--- config.mk ---
export PLATFORM = sky130hd
export DESIGN_NAME = stopwatch_lap
export DESIGN_NICKNAME = d
export VERILOG_FILES = /design/src/rtl/stopwatch_pkg.sv /design/src/rtl/bcd_time_counter.sv /design/src/rtl/stopwatch_lap.sv
export SDC_FILE = /design/constraint.sdc
export NUM_CORES = 1
export LEC_CHECK = 0
export CAP_MARGIN = 5
export CELL_PAD_IN_SITES_DETAIL_PLACEMENT = 1
export CELL_PAD_IN_SITES_GLOBAL_PLACEMENT = 2
export CORE_MARGIN = 2
export CORE_UTILIZATION = 35
export CTS_CLUSTER_SIZE = 16
export DETAILED_ROUTE_END_ITERATION = 8
export GPL_TIMING_DRIVEN = 1
export PLACE_DENSITY_LB_ADDON = 0.08
export SLEW_MARGIN = 20
export SYNTH_ARGS = -nofsm -noshare
export SYNTH_HDL_FRONTEND = slang
export SYNTH_SLANG_ARGS = --single-unit
--- constraint.sdc ---
create_clock -name CLOCK_50 -period 3.8 [get_ports CLOCK_50]
set_clock_uncertainty 0.05 [all_clocks]
set_input_delay 0.95 -clock CLOCK_50 [delete_from_list [all_inputs] [get_ports CLOCK_50]]
set_output_delay 0.95 -clock CLOCK_50 [all_outputs]
set_load 0.05 [all_outputs]
--- src/rtl/stopwatch_pkg.sv ---
// Shared types and helpers for the MM:SS.hh lap stopwatch.
// Latency: n/a (types, constants and a combinational sanitise function only).
// Backpressure: n/a.
package stopwatch_pkg;

    typedef enum logic [1:0] {
        ST_IDLE  = 2'd0,
        ST_RUN   = 2'd1,
        ST_PAUSE = 2'd2,
        ST_DONE  = 2'd3
    } state_t;

    // Digit order matches the display word: {m10,m1,s10,s1,h10,h1}.
    typedef struct packed {
        logic [3:0] m10;
        logic [3:0] m1;
        logic [3:0] s10;
        logic [3:0] s1;
        logic [3:0] h10;
        logic [3:0] h1;
    } bcd_time_t;

    localparam logic [3:0] SEC_TENS_MAX = 4'd5;
    localparam logic [3:0] DIGIT_MAX    = 4'd9;

    localparam bcd_time_t BCD_ZERO           = 24'h00_00_00;
    localparam bcd_time_t BCD_ONE_HUNDREDTH  = 24'h00_00_01;

    function automatic logic [3:0] clamp_digit(input logic [3:0] d, input logic [3:0] lim);
        return (d > lim) ? lim : d;
    endfunction

    // Force a user preset into a legal time: digits to 0..9, s10 to 0..5,
    // minutes to at most max_min.
    function automatic bcd_time_t sanitise(input bcd_time_t p, input int max_min);
        bcd_time_t r;
        int        mins;
        r.m10 = clamp_digit(p.m10, DIGIT_MAX);
        r.m1  = clamp_digit(p.m1,  DIGIT_MAX);
        r.s10 = clamp_digit(p.s10, SEC_TENS_MAX);
        r.s1  = clamp_digit(p.s1,  DIGIT_MAX);
        r.h10 = clamp_digit(p.h10, DIGIT_MAX);
        r.h1  = clamp_digit(p.h1,  DIGIT_MAX);
        mins  = int'(r.m10) * 10 + int'(r.m1);
        if (mins > max_min) begin
            r.m10 = 4'(max_min / 10);
            r.m1  = 4'(max_min % 10);
        end
        return r;
    endfunction

endpackage

--- src/rtl/bcd_time_counter.sv ---
// BCD MM:SS.hh time register with load, increment (wrapping at MAX_MIN:59.99) and decrement.
// Latency: count updates on the clock edge after load/inc/dec; is_zero/wrap_next are combinational from the count.
// Backpressure: none; load has priority over inc, inc over dec.
//
// Ports: i_clk/i_rst_n (sync, active-low), i_load + i_load_val, i_inc, i_dec,
//        o_count (current time), o_is_zero (count is 00:00.00),
//        o_wrap_next (count is MAX_MIN:59.99, so the next inc wraps to zero).
module bcd_time_counter
    import stopwatch_pkg::*;
#(
    parameter int MAX_MIN = 99
) (
    input  logic      i_clk,
    input  logic      i_rst_n,
    input  logic      i_load,
    input  bcd_time_t i_load_val,
    input  logic      i_inc,
    input  logic      i_dec,
    output bcd_time_t o_count,
    output logic      o_is_zero,
    output logic      o_wrap_next
);

    localparam logic [3:0] MAX_M10 = 4'(MAX_MIN / 10);
    localparam logic [3:0] MAX_M1  = 4'(MAX_MIN % 10);

    bcd_time_t r_count;
    bcd_time_t w_inc_val;
    bcd_time_t w_dec_val;
    bcd_time_t w_next;

    assign o_count     = r_count;
    assign o_is_zero   = (r_count == BCD_ZERO);
    assign o_wrap_next = (r_count.m10 == MAX_M10) && (r_count.m1 == MAX_M1) &&
                         (r_count.s10 == SEC_TENS_MAX) && (r_count.s1 == DIGIT_MAX) &&
                         (r_count.h10 == DIGIT_MAX) && (r_count.h1 == DIGIT_MAX);

    // Carry cascade h1 -> h10 -> s1 -> s10 (0..5) -> m1 -> m10.
    always_comb begin
        w_inc_val = r_count;
        if (o_wrap_next) begin
            w_inc_val = BCD_ZERO;
        end else if (r_count.h1 != DIGIT_MAX) begin
            w_inc_val.h1 = r_count.h1 + 4'd1;
        end else begin
            w_inc_val.h1 = 4'd0;
            if (r_count.h10 != DIGIT_MAX) begin
                w_inc_val.h10 = r_count.h10 + 4'd1;
            end else begin
                w_inc_val.h10 = 4'd0;
                if (r_count.s1 != DIGIT_MAX) begin
                    w_inc_val.s1 = r_count.s1 + 4'd1;
                end else begin
                    w_inc_val.s1 = 4'd0;
                    if (r_count.s10 != SEC_TENS_MAX) begin
                        w_inc_val.s10 = r_count.s10 + 4'd1;
                    end else begin
                        w_inc_val.s10 = 4'd0;
                        if (r_count.m1 != DIGIT_MAX) begin
                            w_inc_val.m1 = r_count.m1 + 4'd1;
                        end else begin
                            w_inc_val.m1  = 4'd0;
                            w_inc_val.m10 = r_count.m10 + 4'd1;
                        end
                    end
                end
            end
        end
    end

    // Borrow cascade; a digit at 0 reloads its maximum and borrows upward.
    always_comb begin
        w_dec_val = r_count;
        if (r_count.h1 != 4'd0) begin
            w_dec_val.h1 = r_count.h1 - 4'd1;
        end else begin
            w_dec_val.h1 = DIGIT_MAX;
            if (r_count.h10 != 4'd0) begin
                w_dec_val.h10 = r_count.h10 - 4'd1;
            end else begin
                w_dec_val.h10 = DIGIT_MAX;
                if (r_count.s1 != 4'd0) begin
                    w_dec_val.s1 = r_count.s1 - 4'd1;
                end else begin
                    w_dec_val.s1 = DIGIT_MAX;
                    if (r_count.s10 != 4'd0) begin
                        w_dec_val.s10 = r_count.s10 - 4'd1;
                    end else begin
                        w_dec_val.s10 = SEC_TENS_MAX;
                        if (r_count.m1 != 4'd0) begin
                            w_dec_val.m1 = r_count.m1 - 4'd1;
                        end else begin
                            w_dec_val.m1  = DIGIT_MAX;
                            w_dec_val.m10 = r_count.m10 - 4'd1;
                        end
                    end
                end
            end
        end
    end

    always_comb begin
        w_next = r_count;
        if (i_load) begin
            w_next = i_load_val;
        end else if (i_inc) begin
            w_next = w_inc_val;
        end else if (i_dec) begin
            w_next = w_dec_val;
        end
    end

    always_ff @(posedge i_clk) begin
        if (!i_rst_n) begin
            r_count <= BCD_ZERO;
        end else begin
            r_count <= w_next;
        end
    end

endmodule

--- src/rtl/stopwatch_lap.sv ---
// Up/down BCD stopwatch (10 ms resolution) with a LAP_DEPTH-entry ring of lap times for recall.
// Latency: raw key fall to effect SYNC_STAGES+1 cycles; tick to count 1 cycle; count/recall to disp_bcd 1 cycle.
// Backpressure: none; each key yields one press pulse, clear beats start/lap in the same cycle.
//
// Ports: CLOCK_50, RST_N (sync, active-low); KEY_START_N/KEY_LAP_N/KEY_CLR_N raw active-low keys;
//        mode (0 up, 1 down) and preset (BCD countdown start), both taken on clear;
//        recall/recall_idx select a stored lap for display;
//        disp_bcd, running, done, wrapped, lap_count are registered outputs.
module stopwatch_lap
    import stopwatch_pkg::*;
#(
    parameter int CLK_HZ      = 50_000_000,
    parameter int MAX_MIN     = 99,
    parameter int LAP_DEPTH   = 4,
    parameter int SYNC_STAGES = 2
) (
    input  logic                         CLOCK_50,
    input  logic                         RST_N,
    input  logic                         KEY_START_N,
    input  logic                         KEY_LAP_N,
    input  logic                         KEY_CLR_N,
    input  logic                         mode,
    input  logic [23:0]                  preset,
    input  logic                         recall,
    input  logic [$clog2(LAP_DEPTH)-1:0] recall_idx,
    output logic [23:0]                  disp_bcd,
    output logic                         running,
    output logic                         done,
    output logic                         wrapped,
    output logic [$clog2(LAP_DEPTH):0]   lap_count
);

    localparam int DIV   = CLK_HZ / 100;
    localparam int DIV_W = $clog2(DIV);
    localparam int IDX_W = $clog2(LAP_DEPTH);

    // ---------------- key synchronisers and press detect ----------------
    // Index 0 = start, 1 = lap, 2 = clear. Flops reset to the released level
    // so leaving reset never looks like a press.
    logic [2:0]             w_keys_raw;
    logic [SYNC_STAGES-1:0] r_sync [3];
    logic [2:0]             r_key_prev;
    logic [2:0]             w_key_sync;
    logic [2:0]             w_press;
    logic                   w_start_p;
    logic                   w_lap_p;
    logic                   w_clr_p;

    assign w_keys_raw = {KEY_CLR_N, KEY_LAP_N, KEY_START_N};

    always_ff @(posedge CLOCK_50) begin
        if (!RST_N) begin
            for (int k = 0; k < 3; k++) begin
                r_sync[k] <= '1;
            end
            r_key_prev <= '1;
        end else begin
            for (int k = 0; k < 3; k++) begin
                r_sync[k]     <= {r_sync[k][SYNC_STAGES-2:0], w_keys_raw[k]};
                r_key_prev[k] <= r_sync[k][SYNC_STAGES-1];
            end
        end
    end

    always_comb begin
        for (int k = 0; k < 3; k++) begin
            w_key_sync[k] = r_sync[k][SYNC_STAGES-1];
        end
    end

    assign w_press   = r_key_prev & ~w_key_sync;
    assign w_clr_p   = w_press[2];
    assign w_start_p = w_press[0] & ~w_clr_p;
    assign w_lap_p   = w_press[1] & ~w_clr_p;

    // ---------------- state and 10 ms divider ----------------
    state_t           r_state;
    state_t           w_state_next;
    logic             r_mode_q;
    logic [DIV_W-1:0] r_div;
    logic             w_tick;

    assign w_tick = (r_state == ST_RUN) && (r_div == DIV_W'(DIV - 1));

    // The divider only advances in RUN, so a pause keeps the partial interval.
    always_ff @(posedge CLOCK_50) begin
        if (!RST_N) begin
            r_div <= '0;
        end else if (w_clr_p) begin
            r_div <= '0;
        end else if (r_state == ST_RUN) begin
            r_div <= w_tick ? '0 : r_div + DIV_W'(1);
        end
    end

    // ---------------- time counter ----------------
    bcd_time_t w_count;
    bcd_time_t w_load_val;
    logic      w_is_zero;
    logic      w_wrap_next;
    logic      w_inc;
    logic      w_dec;
    logic      w_hit_zero;

    always_comb begin
        w_load_val = BCD_ZERO;
        if (mode) begin
            w_load_val = sanitise(bcd_time_t'(preset), MAX_MIN);
        end
    end

    assign w_inc      = w_tick & ~r_mode_q;
    assign w_dec      = w_tick &  r_mode_q;
    // The count that this tick will turn into 00:00.00.
    assign w_hit_zero = w_dec && (w_count == BCD_ONE_HUNDREDTH);

    bcd_time_counter #(
        .MAX_MIN (MAX_MIN)
    ) u_counter (
        .i_clk       (CLOCK_50),
        .i_rst_n     (RST_N),
        .i_load      (w_clr_p),
        .i_load_val  (w_load_val),
        .i_inc       (w_inc),
        .i_dec       (w_dec),
        .o_count     (w_count),
        .o_is_zero   (w_is_zero),
        .o_wrap_next (w_wrap_next)
    );

    // ---------------- FSM ----------------
    always_ff @(posedge CLOCK_50) begin
        if (!RST_N) begin
            r_state <= ST_IDLE;
        end else begin
            r_state <= w_state_next;
        end
    end

    always_comb begin
        w_state_next = r_state;
        if (w_clr_p) begin
            w_state_next = ST_IDLE;
        end else begin
            case (r_state)
                ST_IDLE: begin
                    // A countdown from zero would finish instantly; refuse it.
                    if (w_start_p && !(r_mode_q && w_is_zero)) begin
                        w_state_next = ST_RUN;
                    end
                end
                ST_RUN: begin
                    if (w_hit_zero) begin
                        w_state_next = ST_DONE;
                    end else if (w_start_p) begin
                        w_state_next = ST_PAUSE;
                    end
                end
                ST_PAUSE: begin
                    if (w_start_p) begin
                        w_state_next = ST_RUN;
                    end
                end
                ST_DONE: begin
                    w_state_next = ST_DONE;
                end
                default: begin
                    w_state_next = ST_IDLE;
                end
            endcase
        end
    end

    // Status flags are registered from the next state so they move with r_state.
    logic r_running;
    logic r_done;
    logic r_wrapped;

    always_ff @(posedge CLOCK_50) begin
        if (!RST_N) begin
            r_mode_q  <= 1'b0;
            r_running <= 1'b0;
            r_done    <= 1'b0;
            r_wrapped <= 1'b0;
        end else begin
            r_running <= (w_state_next == ST_RUN);
            r_done    <= (w_state_next == ST_DONE);
            if (w_clr_p) begin
                r_mode_q  <= mode;
                r_wrapped <= 1'b0;
            end else if (w_inc && w_wrap_next) begin
                r_wrapped <= 1'b1;
            end
        end
    end

    // ---------------- lap ring buffer ----------------
    bcd_time_t        r_lap [LAP_DEPTH];
    logic [IDX_W-1:0] r_wr_ptr;
    logic [IDX_W:0]   r_lap_count;
    logic             w_lap_wr;

    assign w_lap_wr = w_lap_p && (r_state == ST_RUN);

    // Stores the count as it stands before this edge, so a coincident tick
    // does not leak into the lap.
    always_ff @(posedge CLOCK_50) begin
        if (!RST_N || w_clr_p) begin
            for (int i = 0; i < LAP_DEPTH; i++) begin
                r_lap[i] <= BCD_ZERO;
            end
            r_wr_ptr    <= '0;
            r_lap_count <= '0;
        end else if (w_lap_wr) begin
            r_lap[r_wr_ptr] <= w_count;
            r_wr_ptr        <= r_wr_ptr + IDX_W'(1);
            if (r_lap_count != (IDX_W + 1)'(LAP_DEPTH)) begin
                r_lap_count <= r_lap_count + (IDX_W + 1)'(1);
            end
        end
    end

    // ---------------- display ----------------
    logic [23:0] r_disp;
    logic        w_recall_valid;

    assign w_recall_valid = ({1'b0, recall_idx} < r_lap_count);

    always_ff @(posedge CLOCK_50) begin
        if (!RST_N) begin
            r_disp <= '0;
        end else if (recall) begin
            r_disp <= w_recall_valid ? r_lap[recall_idx] : '0;
        end else begin
            r_disp <= w_count;
        end
    end

    assign disp_bcd  = r_disp;
    assign running   = r_running;
    assign done      = r_done;
    assign wrapped   = r_wrapped;
    assign lap_count = r_lap_count;

endmodule

# [Word-level counts from Yosys, hierarchy flattened]
# Memory sizes are Yosys's and may differ from the RTL's.
# Index checks and enable logic that the tools add are counted.
[totals] memories=2 ramBits=102 ff_bits=81 latchBits=0 rom_bits=0 output_inout_bits=30
[memory_table] memory="r_lap" words=4 width=24 read_ports=1 rd_ports_with_merged_regs=0 write_ports=4 line_no="stopwatch_lap.sv:198" rtl="bcd_time_t r_lap [LAP_DEPTH];"
[memory_table] memory="r_sync" words=3 width=2 read_ports=3 rd_ports_with_merged_regs=0 write_ports=3 line_no="stopwatch_lap.sv:41" rtl="logic [SYNC_STAGES-1:0] r_sync [3];"
[classes] order_cmp=8 n_reduce_logical=30 n_div=0 add_sub_neg=16 shifts=0 bitwise_logic=12 multipliers=1 muxes=54 eq_ne=29
[op_table] operator="2-to-1 mux 24 bit" count=8
[op_table] operator="2-to-1 mux 4 bit" count=18
[op_table] operator="2-to-1 mux 20 bit" count=2
[op_table] operator="inequality test 4 bit, second input constant" count=9
[op_table] operator="2-to-1 mux 16 bit" count=2
[op_table] operator="adder 4 x 1 -> 4 bit, second input constant" count=6
[op_table] operator="equality test 24 x 1 -> 1 bit, second input constant" count=1
[op_table] operator="logical NOT 24 bit" count=1
[op_table] operator="2-to-1 mux 12 bit" count=2
[op_table] operator="2-to-1 mux 8 bit" count=3
[op_table] operator="OR reduction 24 bit" count=1
[op_table] operator="subtractor 4 x 1 -> 4 bit, second input constant" count=6
[op_table] operator="equality test 4 bit, second input constant" count=5
[op_table] operator="> comparator 4 bit, second input constant" count=5
[op_table] operator="nonzero test 4 bit" count=5
[op_table] operator="adder 19 x 1 -> 19 bit, second input constant" count=1
[op_table] operator="equality test 19 bit, second input constant" count=1
[op_table] operator="2-to-1 mux 19 bit" count=1
[op_table] operator="2-to-1 mux 2 bit" count=9
[op_table] operator="inequality test 3 bit, second input constant" count=6
[op_table] operator="logical AND 1 bit" count=11
[op_table] operator="AND reduction 11 bit" count=1
[op_table] operator="adder 8 x 4 -> 9 bit" count=1
[op_table] operator="> comparator 9 x 7 -> 1 bit, second input constant" count=1
[op_table] operator="other kinds (26)" count=44

# [Longest topological paths before layout]
# An unclocked memory read counts as a cell.
[logic_depth] depth_word=11 ltp_mapped=12 ltp_nobuf=11

# [Hierarchy]
# Synthesis repeated with hierarchy kept, for this count alone.
[hier_totals] hier_cells=947 area_unflattened_um2=9902.0
[by_module_without_submodules] module="stopwatch_lap" cells_per_inst=633 instances=1 area_each_um2=7504.7
[by_module_without_submodules] module="bcd_time_counter" cells_per_inst=314 instances=1 area_each_um2=2397.3

# [Least setup slack after synthesis]
# OpenSTA, ideal clock, no wires.
[synth_timing] kind="input port to flip-flop" start="input port preset[23]" end="register u_counter.r_count (netlist bit u_counter.o_count[19])" setup_slack_ns=-0.030 arrival_ns=3.661 setup_time_ns=0.119 required_time_ns=3.631 stages=10 path_cell_list="clkbuf_1 o21ai_0 nand2_1 ha_1 fa_1 or4_1 a221o_1 a211oi_4 o211ai_1 o221a_1"
[synth_via] elab_chain_cells=8
[synth_rtl] element="from (decl)" line_no="stopwatch_lap.sv:23" rtl="input logic [23:0] preset,"
[synth_rtl] element="> comparator 4 bit" line_no="stopwatch_pkg.sv:30" rtl="return (d > lim) ? lim : d;"
[synth_rtl] element="2-to-1 mux 4 bit *" line_no="stopwatch_pkg.sv:30"
[synth_rtl] element="multiplier 4 x 3 -> 7 bit *" line_no="stopwatch_pkg.sv:44" rtl="mins = int'(r.m10) * 10 + int'(r.m1);"
[synth_rtl] element="adder 8 x 4 -> 9 bit *" line_no="stopwatch_pkg.sv:44"
[synth_rtl] element="> comparator 9 x 7 -> 1 bit *" line_no="stopwatch_pkg.sv:45" rtl="if (mins > max_min) begin"
[synth_rtl] element="2-to-1 mux 8 bit *" line_no="stopwatch_pkg.sv:45"
[synth_rtl] element="2-to-1 mux 24 bit *" line_no="stopwatch_lap.sv:107" rtl="if (mode) begin"
[synth_rtl] element="2-to-1 mux 24 bit *" line_no="bcd_time_counter.sv:104" rtl="if (i_load) begin"
[synth_rtl] element="to (signal assigned)" line_no="bcd_time_counter.sv:117" rtl="r_count <= w_next;"
[synth_rtl] element="to (decl)" line_no="bcd_time_counter.sv:27" rtl="bcd_time_t r_count;"
# Every way passes the cells marked *; elsewhere a longest branch is shown, timed or not.
# A chain may end at the register's enable or synchronous reset.

# [Worst setup path in the final report]
# Ends and elaborated chain as after synthesis.

==> flow_metrics.tcl <==
set metrics [dict create \
    final.period_utilization 0.978 \
    critical_path.most_common_cell "sky130_fd_sc_hd__ha_1" \
    yosys.area_share.simple 0.230 \
    routedWlPerCell_um 21.7 \
    post_dp_cell_area_um2 10700 \
    crit_chain "clkdlybuf4s50_1, buf_6, nor2b_1, ha_1, ha_1, nand2_1, or4_1, a221o_1, a211oi_4, buf_4, o211ai_1, o221a_1" \
    finish.instance_area_um2 11400 \
    synth-adder-area-share 0.0224 \
    most-common-layout-cells "96 x sky130_fd_sc_hd__edfxtp_1, 91 x sky130_fd_sc_hd__and2_1, 87 x sky130_fd_sc_hd__dfxtp_1" \
    critPathBufInv 3 \
    hold_violations 0 \
    ff2ff_setup_slack_ps 900 \
    cp_data_arrival_time_ps 3990 \
    fp.dieArea_um2 28700 \
    max_cap_violations 0 \
    synth_warnings 0 \
    hold_depth 1 \
    detail_route.wirelength_mm 29.0 \
    tritoncts "done" \
    worst_ep_required_time_ps 4080 \
    core_area_um2 27000 \
    synthCells 920 \
    report.final.setup_viol 0 \
    hp-class "reg -> reg" \
    status "completed" \
    mostFrequentLayoutCell "sky130_fd_sc_hd__edfxtp_1" \
    fin_setup_tns_ps 0 \
    period_needed_ps 3720 \
    cts_buffer_depth 2 \
    min_delay_worst_endpoint "r_sync[0][5]$_SDFF_PN1_" \
    clock_insertion_delay_at_the_later_pin_of_the_skew_report_ps 440 \
    flow.area_growth_from_synthesis_pct 18.6 \
    critPathKind "in -> reg" \
    routed-via-count 7351 \
    worstRegToRegCells 6 \
    timing.final.max_slew_violations 0 \
    critical_path.top_delay_family "compound AO/OA/AOI/OAI gates" \
    grt_antenna_before_repair 0 \
    first_pass_iters 4 \
    detailedPlacementHpwl_mm 19.8 \
    worst_setup_path_end_kind "flop" \
    die_height_um 170 \
    die_span_in_x_um 170 \
    post_synth_cell_types 88 \
    worstMarginPinSlew_ps 951 \
    n_antenna_cell 0 \
    route.antenna.remaining_nets 0 \
    synth_top_family_by_area "simple AND/OR/NAND/NOR gates" \
    initial_utilization 0.356 \
    numClockSinks 183 \
    rr_endpoint "u_counter.o_count[20]$_SDFFE_PN0P_" \
    synthFlopType "sky130_fd_sc_hd__edfxtp_1" \
    critical_r2r_launch "u_counter.o_count[14]$_SDFFE_PN0P_" \
    top_fanout_value_on_the_critical_path 6 \
    wire_length_of_the_first_global_routing_pass_mm 45.8 \
    drt_first_iter_violations 378 \
    proportion_of_synthesized_flip_flops_having_asynchronous_set_or_reset 0 \
    via_count_of_the_first_global_routing_pass 7909 \
    grt.overflow.total 0 \
    vias_per_cell 5.50 \
    drcViolationCount 0 \
    synth_compound_area_frac 0.135 \
    critPathLaunchType "primary input" \
    numPortBuffers 62 \
    grt.total_usage 0.208 \
    powerDensity_nw_per_um2 395 \
    gp_routability_congestion 0.824 \
    timing.hold.worst.start "r_sync[0][4]$_SDFF_PN1_" \
    fraction_of_synthesized_cell_area_in_xor_and_xnor_cells 0.0283 \
    mean_syn_cell_area_um2 10.4 \
    top_level_ports 63 \
    slew_headroom 0.366 \
    synth_seq_cells 183 \
    seq_area_frac_synth 0.482 \
    htree_levels 4 \
    synth_area_um2 9590 \
    p_leak_nw 4.01 \
    rows 60 \
    max-vdd-ir-drop_uv 206 \
    post_synth_mux_area_share 0.0617 \
    cts_inserted_buffers 17 \
    crit_path_max_incr_delay_ps 460 \
    final_layout_size_suffix_gt1_frac 0.156 \
    finalNetCount 1031 \
    grt_max_degree 31 \
    fmax_ghz 0.269 \
    synth_enable_flop_cells 96 \
    clockRootBuffer "sky130_fd_sc_hd__clkbuf_16" \
    clkSlewWorstSetupHoldPaths_ps 70 \
    crit_path_top_delay_cell "sky130_fd_sc_hd__clkdlybuf4s50_1" \
]
## final cells by class
class	count	area, um^2
clock buffer	18	429
clock inverter	14	131
fill	2953	15600
inverter	22	82.6
multi-input combinational	643	4660
sequential	183	4620
tap	341	427
timing repair buffer	115	1020
## cells in the mapped netlist, types with 5 or more instances
| master | number | area [um^2] |
|---|---|---|
| sky130_fd_sc_hd__xor2_1 | 16 | 140 |
| sky130_fd_sc_hd__nand3_1 | 24 | 120 |
| sky130_fd_sc_hd__and3_1 | 14 | 87.6 |
| sky130_fd_sc_hd__a31oi_1 | 12 | 75.1 |
| sky130_fd_sc_hd__nand2_1 | 41 | 154 |
| sky130_fd_sc_hd__inv_1 | 20 | 75.1 |
| sky130_fd_sc_hd__clkbuf_1 | 60 | 225 |
| sky130_fd_sc_hd__buf_2 | 6 | 30.0 |
| sky130_fd_sc_hd__dfxtp_1 | 87 | 1740 |
| sky130_fd_sc_hd__a21oi_1 | 46 | 230 |
| sky130_fd_sc_hd__a211oi_1 | 12 | 90.1 |
| sky130_fd_sc_hd__nor4b_1 | 5 | 43.8 |
| sky130_fd_sc_hd__nor2b_1 | 24 | 150 |
| sky130_fd_sc_hd__edfxtp_1 | 96 | 2880 |
| sky130_fd_sc_hd__nand3b_1 | 6 | 45.0 |
| sky130_fd_sc_hd__a41oi_1 | 5 | 43.8 |
| sky130_fd_sc_hd__ha_1 | 14 | 175 |
| sky130_fd_sc_hd__nand4_1 | 10 | 62.6 |
| sky130_fd_sc_hd__o21ai_0 | 32 | 160 |
| sky130_fd_sc_hd__nor3_1 | 28 | 140 |
| sky130_fd_sc_hd__nor4_1 | 9 | 56.3 |
| sky130_fd_sc_hd__nor2_1 | 72 | 270 |
| sky130_fd_sc_hd__o31ai_1 | 6 | 45.0 |
| sky130_fd_sc_hd__xnor2_1 | 15 | 131 |
| sky130_fd_sc_hd__a2bb2oi_1 | 12 | 105 |
| sky130_fd_sc_hd__nor3b_1 | 6 | 45.0 |
| sky130_fd_sc_hd__nand2b_1 | 17 | 106 |
| sky130_fd_sc_hd__mux4_2 | 24 | 541 |
| sky130_fd_sc_hd__and2_1 | 91 | 569 |
| sky130_fd_sc_hd__or2_2 | 9 | 56.3 |
## worst register-to-register path, cell delays in order (launching register included)
cell                       delay (ps)
sky130_fd_sc_hd__dfxtp_1          660
sky130_fd_sc_hd__nor4bb_1         590
sky130_fd_sc_hd__and4_1           320
sky130_fd_sc_hd__nand2_1          190
sky130_fd_sc_hd__o21ai_0          580
sky130_fd_sc_hd__o22ai_1          170
sky130_fd_sc_hd__o221a_1          240
## where the power goes
group	internal (W)	switching, W	leakage [nW]
Sequential	0.00215	0.0000667	1.71
Combinational	0.000234	0.000301	2.02
Clock	0.000871	0.000871	0.273
Total	0.00325	0.00124	4.01
## registers in the layout (all words and copies together) (netlist names)
| register | count |
|---|---|
| wrapped | 1 |
| r_mode_q | 1 |
| r_lap | 96 |
| r_state | 2 |
| disp_bcd | 24 |
| r_div | 19 |
| r_key_prev | 3 |
| r_sync | 6 |
| lap_count | 3 |
| done | 1 |
| running | 1 |
| u_counter.o_count | 24 |
| r_wr_ptr | 2 |
## routing by layer
layer / up-vias / wire, um / GRT usage
met5: - / 0 / 0
met4: 0 / 359 / 0.0494
met3: 28 / 990 / 0.0285
met2: 119 / 14300 / 0.364
met1: 3719 / 13400 / 0.275
li1: 3485 / - / -
## how the worst max path moves through the flow
| stage | start | to | slack, ps | cells past startpoint |
|---|---|---|---|---|
| CTS | preset[22] | u_counter.o_count[18]$_SDFFE_PN0P_ | 20 | 13 |
| floorplan | preset[23] | u_counter.o_count[18]$_SDFFE_PN0P_ | 40 | 12 |
| global placement | preset[21] | u_counter.o_count[19]$_SDFFE_PN0P_ | -510 | 10 |
| detailed placement | preset[21] | u_counter.o_count[19]$_SDFFE_PN0P_ | -610 | 12 |
| global route | preset[23] | u_counter.o_count[19]$_SDFFE_PN0P_ | -30 | 12 |
| finish | preset[23] | u_counter.o_count[19]$_SDFFE_PN0P_ | 80 | 12 |
## kinds of logic (layout without fill, tap and decap cells)
family | after synthesis | in the layout
adders and majority gates | 16 | 16
DFF | 183 | 183
and+or+nand+nor | 384 | 384
muxes | 29 | 29
AOI/OAI and AO/OA | 181 | 181
xor gates and xnor gates | 31 | 31
buffers and inverters | 95 | 169
other | 1 | 2
## what timing repair did
action                     4_1_cts  5_1_grt
setup endpoints to repair        8        7
gates resized for setup          3       13
pin swaps                        4        4
buffers inserted                 3        1
hold buffers                     0        0
## per-stage QoR
stage          instances  total power, W  hold WS [ps]  utilization  setup WS [ps]
6_report            1336         0.00449           363        0.422           82.4
5_1_grt             1336         0.00468           382        0.422          -34.5
4_1_cts             1335         0.00454           368        0.420           23.0
3_5_place_dp        1300         0.00278           346        0.398           -612
3_3_place_gp        1300         0.00276           342        0.398           -514
2_1_floorplan        921         0.00256           336            -           42.4
(Power assumes the default switching activity.)
